## src/rtl/memory_stage_pkg.sv

```systemverilog
// memory_stage shared definitions: writeback-source codes and the
// access FSM state encoding.
package memory_stage_pkg;

  localparam logic [2:0] MEMTOREG_ALU    = 3'b000;
  localparam logic [2:0] MEMTOREG_MEM    = 3'b001;
  localparam logic [2:0] MEMTOREG_PC4    = 3'b010;
  localparam logic [2:0] MEMTOREG_MULTLO = 3'b011;
  localparam logic [2:0] MEMTOREG_MULTHI = 3'b100;

  typedef enum logic {
    ST_IDLE = 1'b0,
    ST_WAIT = 1'b1
  } state_t;

  function automatic logic is_memop(
    input logic       mem_write,
    input logic [2:0] memto_reg
  );
    return mem_write | (memto_reg == MEMTOREG_MEM);
  endfunction

endpackage

```

## src/rtl/mem_access_fsm.sv

```systemverilog
// memory_stage access sequencer: request/stall generation, wait
// counter and timeout for a variable-latency data memory.
module mem_access_fsm
  import memory_stage_pkg::*;
#(
  parameter int TIMEOUT = 64,
  parameter int CW      = 7
) (
  input  logic clk,
  input  logic rst,
  input  logic access,
  input  logic ready,
  output logic req,
  output logic stall,
  output logic timeout
);

  localparam logic [CW-1:0] LAST = CW'(TIMEOUT - 1);

  state_t        state;
  logic [CW-1:0] cnt;

  // The IDLE request cycle is the first stall cycle, so the access is
  // dropped in the WAIT cycle after TIMEOUT stalled cycles.
  always_comb begin
    timeout = (state == ST_WAIT) && (cnt == LAST);
    req     = (state == ST_IDLE) ? access : ~timeout;
    stall   = req & ~ready;
  end

  // State and wait counter; counter is cleared whenever idle.
  always_ff @(posedge clk) begin
    if (rst) begin
      state <= ST_IDLE;
      cnt   <= '0;
    end else begin
      unique case (state)
        ST_IDLE: begin
          cnt <= '0;
          if (access && !ready) state <= ST_WAIT;
        end
        ST_WAIT: begin
          cnt <= cnt + 1'b1;
          if (timeout || ready) state <= ST_IDLE;
        end
      endcase
    end
  end

endmodule

```

## src/rtl/memory_stage.sv

```systemverilog
// memory_stage: E->M pipeline register, data-memory port and M->W data.
// Optional misaligned-access trap enabled with MEM_ALIGN_CHK_EN.
module memory_stage
  import memory_stage_pkg::*;
#(
  parameter int TIMEOUT = 64,
  parameter int CW      = 7
) (
  input  logic        clk,
  input  logic        rst,
  input  logic        jumpE,
  input  logic        RegWriteE,
  input  logic        MemWriteE,
  input  logic [2:0]  MemtoRegE,
  input  logic [4:0]  WriteRegE,
  input  logic [31:0] ALUMultOutE,
  input  logic [31:0] WriteDataE,
  input  logic [31:0] PCPlus4E,
  output logic        jumpM,
  output logic        RegWriteM,
  output logic [2:0]  MemtoRegM,
  output logic [4:0]  WriteRegM,
  output logic [31:0] ALUOutM,
  output logic [31:0] ReadDataM,
  output logic [31:0] PCPlus4M,
  output logic        StallM,
  output logic        MemErrM,
  output logic        dmem_req,
  output logic        dmem_we,
  output logic [31:0] dmem_addr,
  output logic [31:0] dmem_wdata,
  input  logic [31:0] dmem_rdata,
  input  logic        dmem_ready
);

  logic        reg_write_q;
  logic        mem_write_q;
  logic [31:0] write_data_q;
  logic [31:0] rdata_q;
  logic        err_q;
  logic        memop;
  logic        misalign;
  logic        access;
  logic        load;
  logic        timeout;
  logic        load_done;

  assign memop = is_memop(mem_write_q, MemtoRegM);
  assign load  = (MemtoRegM == MEMTOREG_MEM);

`ifdef MEM_ALIGN_CHK_EN
  assign misalign = memop & (ALUOutM[1:0] != 2'b00);
`else
  assign misalign = 1'b0;
`endif

  assign access = memop & ~misalign;

  mem_access_fsm #(
    .TIMEOUT(TIMEOUT),
    .CW     (CW)
  ) u_fsm (
    .clk    (clk),
    .rst    (rst),
    .access (access),
    .ready  (dmem_ready),
    .req    (dmem_req),
    .stall  (StallM),
    .timeout(timeout)
  );

  assign load_done  = dmem_req & dmem_ready & load;
  assign dmem_addr  = ALUOutM;
  assign dmem_wdata = write_data_q;
  assign dmem_we    = mem_write_q;
  assign ReadDataM  = load_done ? dmem_rdata : rdata_q;
  assign MemErrM    = err_q;
  assign RegWriteM  = reg_write_q & ~StallM
                    & ~timeout & ~misalign;

  // E->M register: advances whenever the stage is not stalled.
  always_ff @(posedge clk) begin
    if (rst) begin
      jumpM        <= 1'b0;
      reg_write_q  <= 1'b0;
      mem_write_q  <= 1'b0;
      MemtoRegM    <= MEMTOREG_ALU;
      WriteRegM    <= '0;
      ALUOutM      <= '0;
      write_data_q <= '0;
      PCPlus4M     <= '0;
    end else if (!StallM) begin
      jumpM        <= jumpE;
      reg_write_q  <= RegWriteE;
      mem_write_q  <= MemWriteE;
      MemtoRegM    <= MemtoRegE;
      WriteRegM    <= WriteRegE;
      ALUOutM      <= ALUMultOutE;
      write_data_q <= WriteDataE;
      PCPlus4M     <= PCPlus4E;
    end
  end

  // Last load data and the sticky error flag.
  always_ff @(posedge clk) begin
    if (rst) begin
      rdata_q <= '0;
      err_q   <= 1'b0;
    end else begin
      if (load_done) rdata_q <= dmem_rdata;
      if (timeout || misalign) err_q <= 1'b1;
    end
  end

endmodule

```

## config.mk

```make
export PLATFORM = sky130hd
export DESIGN_NAME = memory_stage
export DESIGN_NICKNAME = d
export VERILOG_FILES = /design/src/rtl/memory_stage_pkg.sv /design/src/rtl/mem_access_fsm.sv /design/src/rtl/memory_stage.sv
export SDC_FILE = /design/constraint.sdc
export NUM_CORES = 1
export LEC_CHECK = 0
export ABC_AREA = 0
export BUFFER_PORTS_ARGS = -buffer_cell sky130_fd_sc_hd__buf_2
export CAP_MARGIN = 0
export CORE_MARGIN = 3
export CORE_UTILIZATION = 35
export DETAILED_ROUTE_END_ITERATION = 7
export PLACE_DENSITY = 0.66
export SYNTH_ARGS = -nofsm -noshare
export SYNTH_HDL_FRONTEND = slang
export SYNTH_HIERARCHICAL = 1
export SYNTH_SLANG_ARGS = --single-unit
```

## constraint.sdc

```tcl
create_clock -name clk -period 1.9 [get_ports clk]
set_input_delay 0.38 -clock clk [delete_from_list [all_inputs] [get_ports clk]]
set_output_delay 0.38 -clock clk [all_outputs]
set_load 0.03 [all_outputs]
```

## Word level (Yosys, flattened, before mapping)

Index checks and enable logic that the tools add are counted.

- Input bits: 142
- RAM bits: 0
- Latch bits: 0
- Logic and storage cells: 35
- Output and inout bits: 174
- Bits in registers: 148
- Memories: 0
- Bits in read-only memories: 0

- Multipliers: 0
- Div/mod/pow operators: 0
- Magnitude comparators: 0
- Muxes and demuxes: 6
- Reductions and logical operators: 4
- Shifts and indexed selects: 0
- Add/subtract/negate cells: 1
- Equality and inequality tests: 2
- Bitwise logic cells: 10

Operators by type and width:

| operator | number |
|---|---|
| two-way mux 32 bit | 1 |
| one-hot mux 7 bit (2 select lines) | 1 |
| adder 7 x 1 -> 7 bit (second input constant) | 1 |
| == test 7 x 6 -> 1 bit (second input constant) | 1 |
| bitwise AND 1 bit | 5 |
| NOT 1 bit | 4 |
| == test 3 x 1 -> 1 bit (second input constant) | 1 |
| two-way mux 1 bit | 3 |
| logical AND 1 bit | 2 |
| one-hot mux 1 bit (2 select lines) | 1 |
| logical NOT 1 bit | 1 |
| logical OR 1 bit | 1 |
| OR 1 bit | 1 |

## Longest topological paths before layout

Gate-level depths: netlist (run 1).

- Word-level depth: 8
- Gate-level depth with buffers: 9
- Gate-level depth less buffers: 6

## By module

Netlist (run 1), hierarchy kept.

Modules (own cells, without submodules):

| module | cells each | times used | area an instance (um2) | seq. area each (um2) |
|---|---|---|---|---|
| memory_stage | 558 | 1 | 6003.3 | 2802.7 |
| mem_access_fsm | 36 | 1 | 319.1 | 160.2 |

## Least setup slack after synthesis (run 1)

Ideal clock, no wire load.

- Path type: reg-to-output
- From: reg MemtoRegM[2]
- To: out RegWriteM
- Data arrival time: 2594 ps
- Buffers on the path: 3
- Data required time: 1520 ps
- Cell stages (with the launch flop): 9
- Slack: -1074 ps
- Path through: dfxtp_1 nor3b_2 or2_2 o22ai_1 nor2_1 buf_2 buf_4 buf_4 nor3b_1

- Word-level cells in the longest chain between the ends: 7

RTL lines:

| element | line | text |
|---|---|---|
| start, declared | memory_stage.sv:21 | `output logic [2:0] MemtoRegM,` |
| start signal, assigned | memory_stage.sv:96 | `MemtoRegM <= MemtoRegE;` |
| == test 3 x 1 -> 1 bit | memory_stage_pkg.sv:20 | `return mem_write \| (memto_reg == MEMTOREG_MEM);` |
| OR 1 bit | memory_stage_pkg.sv:20 |  |
| via access | memory_stage.sv:43 | `logic access;` |
| two-way mux 1 bit | mem_access_fsm.sv:27 | `req = (state == ST_IDLE) ? access : ~timeout;` |
| bitwise AND 1 bit | mem_access_fsm.sv:28 | `stall = req & ~ready;` |
| via StallM | memory_stage.sv:26 | `output logic StallM,` |
| NOT 1 bit | memory_stage.sv:78 | `assign RegWriteM = reg_write_q & ~StallM` |
| bitwise AND 1 bit | memory_stage.sv:78 |  |
| bitwise AND 1 bit | memory_stage.sv:79 | `& ~timeout & ~misalign;` |
| end, declared | memory_stage.sv:20 | `output logic RegWriteM,` |

The timed path passes the listed nets, and every way through them passes these cells.

## Worst setup path after layout (run 1)

- From: reg MemtoRegM[0]
- To: out ReadDataM[22]

- Word-level cells in the longest chain between the ends: 6

RTL lines:

| element | line | text |
|---|---|---|
| == test 3 x 1 -> 1 bit | memory_stage_pkg.sv:20 |  |
| OR 1 bit | memory_stage_pkg.sv:20 |  |
| via access | memory_stage.sv:43 |  |
| two-way mux 1 bit | mem_access_fsm.sv:27 |  |
| bitwise AND 1 bit (2 in a row) | memory_stage.sv:72 | `assign load_done = dmem_req & dmem_ready & load;` |
| two-way mux 32 bit | -- |  |
| end, declared | memory_stage.sv:24 | `output logic [31:0] ReadDataM,` |

The timed path passes the listed nets, and every way through them passes these cells.

==> metrics.cfg, run 1 <==
[routing]
avgRoutedWirePerCell_um=15.45
drtAntennaViolNets=0
dr.pass1.iters=4
vias=5211
drt_iter0_markers=171
drcViolationCount=0
viasPerCell=4.461
totalWireLength_um=18050

[synth]
syn-instance-count=594
synth.avg_cell_area_um2=10.64
seq_area_frac_synth=0.4686
synth-warning-count=6
syn_nets=737
synth_seq_cells=148
synth_cell_type_count=28
netlist_area_um2=6322

[grt]
grt_pass1_vias=5120
grt_pass1_wl_um=27690
antenna_found_initial=1
overflow=0
grt_use_total=0.1743
grt_max_degree=71

[cts]
cts-htree-levels=4
path_clk_slew_ns=0.07
cts_made_buffers=17
cts_num_sinks=148
cts_tree=done
clockBufferDepth=2
clock_latency_ns=0.42
root_buffer=clkbuf_16

[setup_path]
path_max_fanout=7
crit_chain=nor3b_4 -> or2_4 -> o22ai_4 -> inv_4 -> and3_4 -> mux2_4 -> buf_6
end_kind=output pin
cp.required_ns=1.52
startpoint_type=flip-flop
slowest_stage=dfxtp_4
arrival_ns=2.08
slowest_delay_ns=0.34
crit_type=flip-flop to output pin

[layout]
final_common_cell=buf_2
layout.nets=1073
nFillCells=1508
n_antenna_cell=0
drive_gt1_frac=0.4984
utilization=0.5498
area.growth.synth_to_final_pct=51.97
final_cell_mix=buf_2 (279), dfxtp_1 (144), mux2i_1 (133), nor2_1 (115), nand2b_1 (65)

[floorplanning]
dieArea_um2=19710
start_util=0.3618
die_x_um=140.4
boundaryPins=316
core_um2=17480
rows=48
die_h_um=140.4

[sta]
fin_crit_sh=1.293
finalHoldViolCount=0
relSlewSlack=0.7822
setup_violations=129
fin_crit_ns=2.456
finClkSkew_ns=0.01665
fmax_mhz=407.1
hold_slack_ns=0.1887
drv_slew=0
worst_pin_slew_ns=0.3267
layout_setup_ws_ns=-0.5563
rsz0062_at_grt=true

[placement]
port-buffer-count=315
dp_hpwl_um=12020
gp_congestion=0.7799

[power]
leakagePower_nw=4.487
irDropWorstVdd_mv=0.6223
finalPower_mw=8.679
power_density_nw_per_um2=903.4

[outcome]
status=complete, but fails checks
violations=negative setup slack

[flow_run]
drv_cap=0

[hold_path]
min_path_type=input port to flip-flop

-- per-stage QoR --
| step | TNS [ns] | instances | area, um2 | setup WS [ns] |
|---|---|---|---|---|
| 2_1_floorplan | -11.67 | 594 | 6380 | -0.3653 |
| 3_3_place_gp | -18.99 | 1101 | 8083 | -0.4793 |
| 3_5_place_dp | -22.18 | 1101 | 8083 | -0.5164 |
| 4_1_cts | -54.66 | 1165 | 9528 | -0.5984 |
| 5_1_grt | -53.11 | 1168 | 9608 | -0.6149 |
| 6_report | -39.18 | 1168 | 9608 | -0.5563 |
-- kinds of logic (layout without fill, tap and decap cells) --
kind of cell,count (synthesis),count (layout),share of synthesized area
AOI/OAI and AO/OA,5,5,0.004157
xor gates and xnor gates,3,3,0.004157
adders and majority gates,1,1,0.001979
buffers and inverters,72,416,0.07976
DFF,148,148,0.4686
muxes,171,171,0.2937
and+or+nand+nor,194,199,0.1476
-- synth_stat cells --
| cell type | count | area [um2] |
|---|---|---|
| buf_12 | 4 | 80.08 |
| nand2_1 | 2 | 7.510 |
| a21oi_1 | 2 | 10.01 |
| nand3_1 | 2 | 10.01 |
| xnor2_1 | 1 | 8.760 |
| nand2b_1 | 65 | 406.6 |
| dfxtp_1 | 148 | 2963 |
| nand4b_1 | 1 | 8.760 |
| buf_2 | 12 | 60.06 |
| clkbuf_1 | 16 | 60.06 |
| nand3_2 | 1 | 10.01 |
| nor3b_2 | 1 | 12.51 |
| mux2_4 | 28 | 420.4 |
| ha_1 | 1 | 12.51 |
| nor2_1 | 116 | 435.4 |
| xor2_1 | 2 | 17.52 |
| o21ai_0 | 2 | 10.01 |
| buf_4 | 35 | 262.8 |
| nor3_1 | 1 | 5.000 |
| or2_2 | 1 | 6.260 |
| nor3b_1 | 1 | 7.510 |
| or3_1 | 2 | 12.51 |
| o22ai_1 | 1 | 6.260 |
| mux2_2 | 4 | 45.04 |
| inv_1 | 2 | 7.510 |
| and3_4 | 1 | 11.26 |
| buf_6 | 3 | 33.78 |
| mux2i_1 | 139 | 1391 |
-- power by group --
part           internal (mW)  total, mW  switching [mW]
clock                   1.87       3.34            1.47
combinational          0.869       1.93            1.07
sequential              3.29       3.40           0.110
total                   6.03       8.68            2.65
-- per-layer routing --
layer	track usage	up-vias	part of all wire
met1	0.2024	2388	0.41
met4	0.05864	2	0.019
li1	-	2620	-
met2	0.3004	178	0.50
met3	0.05941	23	0.072
met5	0	-	0.00039
-- cell type report --
cell class,instances,area [um2],area share
Clock buffer,17,425.4,0.04428
Clock inverter,15,163.9,0.01706
Inverter,2,10.01,0.001042
Multi-Input combinational cell,379,2993,0.3115
Sequential cell,148,2970,0.3092
Tap cell,225,281.5,0.02930
Timing Repair Buffer,382,2764,0.2877
-- worst max-delay path, delay by kind of cell, from the launching register on --
family	cells	cell delay, ns
AO/OA/AOI/OAI	1	0.18
AND/OR/NAND/NOR	3	0.59
multiplexers	1	0.32
buffers and inverters	2	0.23
flip-flops	1	0.34
-- worst paths after layout --
| kind | from | to | slack (ns) | depth (start not counted) |
|---|---|---|---|---|
| worst max-delay path | MemtoRegM[0] | ReadDataM[22] | -0.56 | 7 |
| worst min-delay path | WriteDataE[21] | dmem_wdata[21] | 0.19 | 3 |
| worst max register to register | MemtoRegM[0] | PCPlus4M[20] | -0.36 | 14 |
| worst min register to register | MemErrM | MemErrM | 0.47 | 2 |
-- sequential cells by signal, summed over array words and instances (netlist names) --
| register | flops |
|---|---|
| ALUOutM | 32 |
| MemErrM | 1 |
| MemtoRegM | 3 |
| PCPlus4M | 32 |
| WriteRegM | 5 |
| dmem_wdata | 32 |
| dmem_we | 1 |
| jumpM | 1 |
| rdata_q | 32 |
| reg_write_q | 1 |
| u_fsm/cnt | 7 |
| u_fsm/state | 1 |
-- timing repair --
item                       in CTS  in global routing
hold buffers                    0                  0
cloned                         15                  1
buffers inserted               18                 11
setup endpoints to repair     143                158
pin swaps                       4                  7
resized for setup             116                 30
(Power assumes the default switching activity.)
==> inputs of run 2 (changes only) <==
CAP_MARGIN = unset   (was 0)
PLACE_DENSITY = 0.76   (was 0.66)
clock period = 2.1 ns   (was 1.9 ns; I/O delays follow)
==> metrics.cfg, run 2 (synthesis results as in run 1) <==
[layout]
nFillCells=1471  ; was 1508
final_common_cell=buf_2  ; unchanged
final_cell_mix=buf_2 (279), dfxtp_1 (143), mux2i_1 (135), nor2_1 (114), nand2b_1 (65)  ; was buf_2 (279), dfxtp_1 (144), mux2i_1 (133), nor2_1 (115), nand2b_1 (65)
ff_latch_area_um2=2972  ; was 2970 um2
area.growth.synth_to_final_pct=50.11  ; was 51.97%
utilization=0.5430  ; was 0.5498
drive_gt1_frac=0.4936  ; was 0.4984
n_antenna_cell=0  ; unchanged
multiInputGateArea_um2=2967  ; was 2993 um2
final_cell_area_um2=9490  ; was 9608 um2
stdcell_count=1159  ; was 1168
layout.nets=1065  ; was 1073

[floorplanning]
core_um2=17480  ; unchanged
rows=48  ; unchanged
dieArea_um2=19710  ; unchanged
start_util=0.3618  ; unchanged
die_x_um=140.4  ; unchanged
boundaryPins=316  ; unchanged
die_h_um=140.4  ; unchanged

[power]
switchingPower_mw=2.303  ; was 2.649 mW
irDropWorstVdd_mv=0.5183  ; was 0.6223 mV
finalPower_mw=7.990  ; was 8.679 mW
switching_share=0.2883  ; was 0.3052
seq_power_share=0.386  ; was 0.392
p_comb_frac=0.207  ; was 0.223
power_frac_clock=0.407  ; was 0.385
leakagePower_nw=4.434  ; was 4.487 nW
internal_power_mw=5.686  ; was 6.031 mW
power_density_nw_per_um2=841.9  ; was 903.4 nW/um2

[grt]
antenna_found_initial=1  ; unchanged
grt_use_total=0.1619  ; was 0.1743
grt_pass1_vias=5271  ; was 5120
overflow=0  ; unchanged
grt_max_degree=72  ; was 71
grt_pass1_wl_um=25990  ; was 27690 um

[sta]
drv_slew=0  ; unchanged
relSlewSlack=0.7851  ; was 0.7822
hold_slack_ns=0.2299  ; was 0.1887 ns
rsz0062_at_grt=true  ; unchanged
finClkSkew_ns=0.009775  ; was 0.01665 ns
fmax_mhz=380.2
layout_setup_ws_ns=-0.5302  ; was -0.5563 ns
worst_pin_slew_ns=0.3223  ; was 0.3267 ns
finalSetupTns_ns=-16.71  ; was -39.18 ns
finalHoldViolCount=0  ; unchanged
fin_crit_sh=1.252
setup_violations=37  ; was 129
fin_crit_ns=2.630

[placement]
gp_congestion=0.7475  ; was 0.7799
dpl-instance-area_um2=8040  ; was 8083 um2
port-buffer-count=315  ; unchanged
placed_cells=1097  ; was 1101
dp_hpwl_um=12020  ; about the same
dp_worst_setup_slack_ns=-0.1341  ; was -0.5164 ns

[cts]
root_buffer=clkbuf_16  ; unchanged
cts_made_buffers=17  ; unchanged
path_clk_slew_ns=0.07  ; about the same
cts_tree=done  ; unchanged
cts_num_sinks=148  ; unchanged
clock_latency_ns=0.42  ; about the same
hold_buffers=0  ; unchanged
cts-htree-levels=4  ; unchanged
clockBufferDepth=2  ; unchanged

[routing]
met2_length_um=9194  ; was 8959 um
viasPerCell=4.530  ; was 4.461
met3_length_um=1428  ; was 1307 um
avgRoutedWirePerCell_um=15.53  ; was 15.45 um
drtAntennaViolNets=0  ; unchanged
drt_iter0_markers=203  ; was 171
routed.top_layer=met4  ; was met5
dr.pass1.iters=4  ; unchanged
drcViolationCount=0  ; unchanged
wl_met1_um=7136  ; was 7434 um
vias=5250  ; was 5211
totalWireLength_um=18000  ; was 18050 um

[outcome]
violations=negative setup slack  ; unchanged
status=complete, but fails checks  ; unchanged

[setup_path]
path_max_fanout=5  ; was 7
startpoint_type=flip-flop  ; unchanged
arrival_ns=2.21  ; was 2.08 ns
end_kind=output pin  ; unchanged
reg2reg_slack_ns=-0.02  ; was -0.36 ns
crit_type=flip-flop to output pin  ; unchanged
cp.required_ns=1.68  ; was 1.52 ns

[hold_path]
min_path_type=input port to flip-flop  ; unchanged

[flow_run]
drv_cap=0  ; unchanged

run 2: changes by cell type in the layout (fill, tap and decap cells not counted), moves of 2 or more:
cell       delta
clkbuf_16     +7
and3_4        -4
bufinv_16     +2
inv_8         -3
buf_12        -8
buf_4         +4
buf_8         -4
mux2i_2       -3
mux2i_1       +2
buf_6         +2
buf_16        -3
run 2: critical path: stages, from the launching register on:
cell and delay (ns):
dfxtp_4 0.34, nor3b_4 0.14, or2_4 0.25, o22ai_4 0.18, inv_4 0.06, and3_4 0.20
clkbuf_16 0.17, mux2_4 0.30, buf_6 0.14
run 2: worst paths after layout:
kind | start | end | depth (start not counted)
worst min-delay path | WriteRegE[3] | WriteRegM[3] | 3
worst max register to register | MemtoRegM[2] | PCPlus4M[5] | 12
worst max-delay path | MemtoRegM[0] | ReadDataM[13] | 8
worst min register to register | rdata_q[24] | rdata_q[24] | 2
run 2: cell type report:
type                            count  share of cell area
Sequential cell                   148              0.3131
Multi-Input combinational cell    375              0.3126
Timing Repair Buffer              378              0.2773
Clock buffer                       19             0.04891
Tap cell                          225             0.02966
Clock inverter                     12             0.01740
Inverter                            2            0.001055
run 2: power groups by stage:
stage                     sequential [mW]  combinational (mW)  clock, mW
after detailed placement             3.14                1.43          0
after global routing                 3.10                1.76       3.46
after CTS                            3.08                1.50       3.32
after floorplan                      3.44               0.712          0
final                                3.08                1.66       3.25
after global placement               3.13                1.41          0
run 2: routing by layer:
layer | vias to the layer above | track usage
li1 | 2596 | -
met1 | 2425 | 0.1828
met2 | 207 | 0.2785
met3 | 22 | 0.06248
met4 | 0 | 0.05660
met5 | - | 0
run 2: timing repair:
action,CTS,global route
endpoints found under the setup margin,35,125
cloned,1,11
resized for setup,79,38
setup buffers,11,9
pin swaps,4,5
